<file path="src/rtl/kabeta_mem_pkg.sv">
// rtl/kabeta_mem_pkg.sv - shared data-memory widths and port indices
package kabeta_mem_pkg;

   localparam int DMEM_ADDR_W   = 30;
   localparam int DMEM_DATA_W   = 32;
   localparam int STARVE_CNT_W  = 4;
   localparam int DMEM_PORT_CPU = 0;
   localparam int DMEM_PORT_DBG = 1;

   typedef logic [DMEM_ADDR_W-1:0]  dmem_addr_t;
   typedef logic [DMEM_DATA_W-1:0]  dmem_data_t;
   typedef logic [STARVE_CNT_W-1:0] starve_cnt_t;

endpackage

</file>
<file path="src/rtl/dmem_arbiter.sv">
// rtl/dmem_arbiter.sv - fixed-priority two-port data-memory arbiter with starvation guard
module dmem_arbiter
   import kabeta_mem_pkg::*;
#(
   parameter int unsigned STARVE_LIMIT = 4
) (
   input  logic       Clock,
   input  logic       Reset,
   input  logic       Req0,
   input  logic       Req1,
   input  logic       We0,
   input  logic       We1,
   input  dmem_addr_t Addr0,
   input  dmem_addr_t Addr1,
   input  dmem_data_t WData0,
   input  dmem_data_t WData1,
   output logic       Ack0,
   output logic       Ack1,
   output logic       RValid0,
   output logic       RValid1,
   output dmem_data_t RData,
   output dmem_addr_t Mem_Addr,
   output logic       Mem_En_W,
   output logic       Mem_En_R,
   output dmem_data_t Mem_Data_W,
   input  dmem_data_t Mem_Data_R
);

   localparam starve_cnt_t LIMIT = STARVE_CNT_W'(STARVE_LIMIT);

   starve_cnt_t wait_cnt_q, wait_cnt_d;
   logic [1:0]  rd_port_q, rd_port_d;
   logic        gnt0, gnt1;

   // Port 1 overrides port 0 only once it has lost LIMIT cycles in a row.
   always_comb begin
      gnt1 = Req1 && ((wait_cnt_q == LIMIT) || !Req0);
      gnt0 = Req0 && !gnt1;
   end

   always_comb begin
      Mem_Addr   = Addr0;
      Mem_Data_W = WData0;
      Ack0       = 1'b0;
      Ack1       = 1'b0;
      Mem_En_W   = 1'b0;
      Mem_En_R   = 1'b0;
      if (gnt1) begin
         Mem_Addr   = Addr1;
         Mem_Data_W = WData1;
      end
      if (!Reset) begin
         Ack0     = gnt0;
         Ack1     = gnt1;
         Mem_En_W = (gnt0 && We0) || (gnt1 && We1);
         Mem_En_R = (gnt0 && !We0) || (gnt1 && !We1);
      end
   end

   always_comb begin
      wait_cnt_d = wait_cnt_q;
      if (!Req1 || gnt1) begin
         wait_cnt_d = '0;
      end else if (gnt0 && (wait_cnt_q != LIMIT)) begin
         wait_cnt_d = wait_cnt_q + 1'b1;
      end
      rd_port_d = '0;
      rd_port_d[DMEM_PORT_CPU] = gnt0 && !We0;
      rd_port_d[DMEM_PORT_DBG] = gnt1 && !We1;
   end

   always_ff @(posedge Clock or posedge Reset) begin
      if (Reset) begin
         wait_cnt_q <= '0;
         rd_port_q  <= '0;
      end else begin
         wait_cnt_q <= wait_cnt_d;
         rd_port_q  <= rd_port_d;
      end
   end

   assign RValid0 = rd_port_q[DMEM_PORT_CPU] && !Reset;
   assign RValid1 = rd_port_q[DMEM_PORT_DBG] && !Reset;
   assign RData   = Mem_Data_R;

endmodule

</file>
<file path="config.mk">
export PLATFORM = sky130hd
export DESIGN_NAME = dmem_arbiter
export DESIGN_NICKNAME = d
export VERILOG_FILES = /design/src/rtl/kabeta_mem_pkg.sv /design/src/rtl/dmem_arbiter.sv
export SDC_FILE = /design/constraint.sdc
export NUM_CORES = 1
export LEC_CHECK = 0
export CORE_AREA = 10 10 94 96
export CTS_BUF_LIST = sky130_fd_sc_hd__clkbuf_4 sky130_fd_sc_hd__clkbuf_8 sky130_fd_sc_hd__clkbuf_16
export CTS_CLUSTER_SIZE = 20
export DETAILED_ROUTE_END_ITERATION = 10
export DIE_AREA = 0 0 104 106
export PLACE_DENSITY = 0.8
export SLEW_MARGIN = 20
export SYNTH_ARGS = -nofsm -noshare
export SYNTH_HDL_FRONTEND = slang
export SYNTH_SLANG_ARGS = --single-unit
export TNS_END_PERCENT = 50
</file>
<file path="constraint.sdc">
create_clock -name Clock -period 5.1 [get_ports Clock]
set_input_delay 1.275 -clock Clock [delete_from_list [all_inputs] [get_ports Clock]]
set_output_delay 1.275 -clock Clock [all_outputs]
set_load 0.01 [all_outputs]
</file>
Word-level counts from Yosys, hierarchy flattened:

Cells that the tools add are included.

* output and inout port bits: 100
* bits of input ports: 162
* register bits after elaboration: 6
* logic and storage cells: 33

* $add $sub $neg: 1
* reduce and logical (&&, ||, !) cells: 20
* multiplexer cells: 8
* eq/ne operators: 2

Operators with widths (number)
* two-way mux 32 bit: 1
* two-way mux 30 bit: 1
* logical AND 1 bit: 9
* two-way mux 4 bit: 2
* zero test 1 bit: 6
* adder 4 x 1 -> 4 bit, second input constant: 1
* equality test 4 x 3 -> 1 bit, second input constant: 1
* logical OR 1 bit: 4
* two-way mux 1 bit: 4
* != test 4 x 3 -> 1 bit, second input constant: 1
* nonzero test 2 bit: 1

Depth between registers and ports, before layout:

Gate-level depths: netlist of run 1.

* depth in word-level cells: 8
* gate-level depth with buffers: 7
* mapped depth without buffers: 5

Worst setup path after synthesis of run 1:

No wires, ideal clock.

* kind: input to output
* from: input port Req1
* to: output port Mem_Addr[0]
* slack: 1.694 ns
* data required time: 3.825 ns
* stages: 4
* arrival time: 2.131 ns
* path buffers: 2
* cell sequence: a21boi_2 -> buf_4 -> buf_6 -> mux2_1

* cells in the longest elaborated chain, start to end: 2

RTL lines
* start, declared: line dmem_arbiter.sv:10 `input logic Req1,`
* logical AND 1 bit: line dmem_arbiter.sv:37 `gnt1 = Req1 && ((wait_cnt_q == LIMIT) || !Req0);`
* two-way mux 30 bit: line dmem_arbiter.sv:48 `if (gnt1) begin`
* end, declared: line dmem_arbiter.sv:22 `output dmem_addr_t Mem_Addr,`

Every way passes these cells.

Worst setup path after layout of run 1:

* from: input port Req1
* to: output port Mem_Addr[28]

Same word-level chain as after synthesis.

==> impl_metrics.yaml, run 1 <==
clock_tree:
  clk_pin_slew_ns: 0.04
  ctsResizeCount: 0
  cts_tree: "yes"
  clock-sinks: 6
  cts_max_path_buffers: 2
  root_buffer: "clkbuf_8"
  insertion_delay_ns: 0.22
  cts_made_buffers: 3
  holdBufCountCts: 0
  cts_setup_buffers: 0
  htree_levels: 1
sta:
  worst_slack_ns: 0.5538
  setup_viol_count_final: 0
  finClkSkew_ns: 0.001553
  fin_crit_sh_pct: 89.14
  max_slew.worst_pin.slew_ns: 0.4369
  rsz0062_at_grt: "no"
  fin_tns_setup_ns: 0
  relSlewSlack_pct: 70.87
  fmax_ghz: 0.2200
  period_needed_ns: 4.546
  holdWs_ns: 0.4864
  slew_violations: 0
  hold_viol_final: 0
cells_and_area:
  final_cell_mix: "clkdlybuf4s50_1 (197), mux2_1 (36), mux2_2 (26), nor2_1 (6), dfrtp_1 (6)"
  n_antenna_cell: 0
  syn_to_final_growth_pct: 139.5
  final_cells: 397
  fin_area_sq_um: 3188
  drive_above_1_share_pct: 10.74
  fin_util_pct: 45.16
  final_nets: 464
  final_common_cell: "clkdlybuf4s50_1"
floorplanning:
  rows: 31
  initial_utilization_pct: 18.86
  die_h_um: 106
  die_w_um: 104
  core_area_sq_um: 7059
  ios: 262
  dieArea_sq_um: 11020
setup_path:
  reg2reg_depth: 6
  reg2reg_to: "rd_port_q[1]"
  path_cells: "clkdlybuf4s50_1 -> a21boi_4 -> buf_4 -> mux2_2 -> clkdlybuf4s50_1"
  end_kind: "primary output"
  critPathKind: "in2out"
  worstReg2RegStart: "wait_cnt_q[0]"
  ff2ff_setup_slack_ns: 3.49
  crit_top_cell: "clkdlybuf4s50_1"
  slowest_delay_ns: 0.49
  startpoint_type: "input pin"
  slowest_stage: "clkdlybuf4s50_1"
  crit_buf_inv: 3
  cp_top_family: "buffers and inverters"
  worstPathRequired_ns: 3.83
  cp.arrival_ns: 3.27
  crit_path_max_fanout: 34
grt:
  grt_remaining_overflow: 0
  first_global_vias: 1837
  antenna_found_initial: 0
  grt_use_total_pct: 12.25
  grt_start_max_net_pins: 35
  grt_first_pass_wirelength_um: 10900
synth:
  yosysTopAreaCell: "mux2_1"
  synthCells: 135
  ys.flop_type: "dfrtp_1"
  synthDistinctLibCells: 22
  syn_nets: 299
  synthArstFlopShare_pct: 100.0
  synth_edf_count: 0
  ys_seq_area_share_pct: 11.28
  synth_top_area_share_pct: 30.45
  yosysWarnings: 0
  ys_ff_latch: 6
  syn-cell-area_sq_um: 1331
  synth_area_per_cell_sq_um: 9.861
  synthTopCellsByArea: "mux2_1 (30%), mux2_2 (22%), buf_4 (19%)"
placed_design:
  dpl_cell_area_sq_um: 3147
  dpl.hpwl_um: 6693
  place_ws_ns: 0.5454
  place_inst: 394
  place.gp.congestion: 0.7498
  portBuffers: 197
route:
  vias_per_cell: 4.136
  drtIter0Drc: 21
  postRouteAntennaNets: 0
  wl_per_cell_um: 18.80
  first_pass_iters: 4
  drc: 0
  vias: 1642
  routed_wl_um: 7464
power_and_ir_drop:
  cellLeakagePower_nw: 1.209
  vdd_ir_drop_max_mv: 0.09107
  p_per_area_nw_per_um2: 120.6
  p_total_mw: 0.3844
run_status:
  status: "completed"
min_path:
  hold_class: "reg2reg"
  min_from: "wait_cnt_q[0]"
  min_path_cells: 1
  min_to: "wait_cnt_q[0]"
flow_run:
  maxCapViolCount: 0
-- synth_stat cells, types with 2 or more instances --
library cell and count:
buf_2 2, inv_1 4, buf_4 33, dfrtp_1 6, mux2_2 26, buf_6 4, mux2_1 36, nor2b_1 3
nor2_1 6, nand3_1 2, ha_1 2
-- how the worst max path moves through the flow --
stage               cells past startpoint  from           end
finish                                  5  Req1  Mem_Addr[28]
global route                            5  Req1  Mem_Addr[28]
CTS                                     5  Req1  Mem_Addr[28]
detailed placement                      5  Req1  Mem_Addr[28]
global placement                        5  Req1  Mem_Addr[28]
floorplan                               4  Req1   Mem_Addr[0]
-- sequential cells by signal (all words and copies together), names as in the netlist --
register    flops
rd_port_q       2
wait_cnt_q      4
-- per-layer routing --
layer	share of wire, %	track usage, %
met5	0	0
met4	0.68	2.087
met3	11	6.280
met2	50	22.15
met1	38	12.60
-- layout make-up --
cell class,count,area [sq um]
fill,689,3871
timing repair buffer,199,1987
multi-input combinational,86,870.8
sequential,6,150.1
tap,99,123.9
clock buffer,3,41.29
inverter,4,15.01
-- kinds of logic (layout without fill, tap and decap cells) --
| family | count (synthesis) | count (layout) | synth area share, % |
|---|---|---|---|
| muxes | 62 | 62 | 52.44 |
| buffers and inverters | 43 | 206 | 23.87 |
| and+or+nand+nor | 17 | 17 | 7.050 |
| DFF | 6 | 6 | 11.28 |
| AOI/OAI and AO/OA | 3 | 3 | 2.162 |
| adders and majority gates | 2 | 2 | 1.879 |
| xor gates and xnor gates | 2 | 2 | 1.316 |
-- where the power goes --
group,internal [mW],switching (mW)
logic,0.184,0.0781
registers,0.0493,0.000842
clock network,0.0508,0.0210
total,0.284,0.100
Note: power is estimated with default switching activity, not from simulation.
==> inputs of run 2 (changes only) <==
Clock period 5.1 ns to 5.3 ns, I/O delays scaled along.
==> results of run 2 <==
The final DEF is identical to that of run 1. Status: completed.
Main changes from that run: setup slack after placement 0.5454 ns -> 0.6454 ns; setup slack after layout 0.5538 ns -> 0.6538 ns; register-to-register setup slack 3.49 ns -> 3.69 ns; total power 0.3844 mW -> 0.3699 mW; worst IR drop on VDD 0.09107 mV -> 0.08763 mV
==> inputs of run 3 (changes only) <==
Settings changed: ABC_CLOCK_PERIOD_IN_PS set to 5300.
==> results of run 3 <==
The final DEF is identical to that of run 1. Status: completed.
Main changes from that run: setup slack after placement 0.5454 ns -> 0.6454 ns; setup slack after layout 0.5538 ns -> 0.6538 ns; register-to-register setup slack 3.49 ns -> 3.69 ns; total power 0.3844 mW -> 0.3699 mW; worst IR drop on VDD 0.09107 mV -> 0.08763 mV
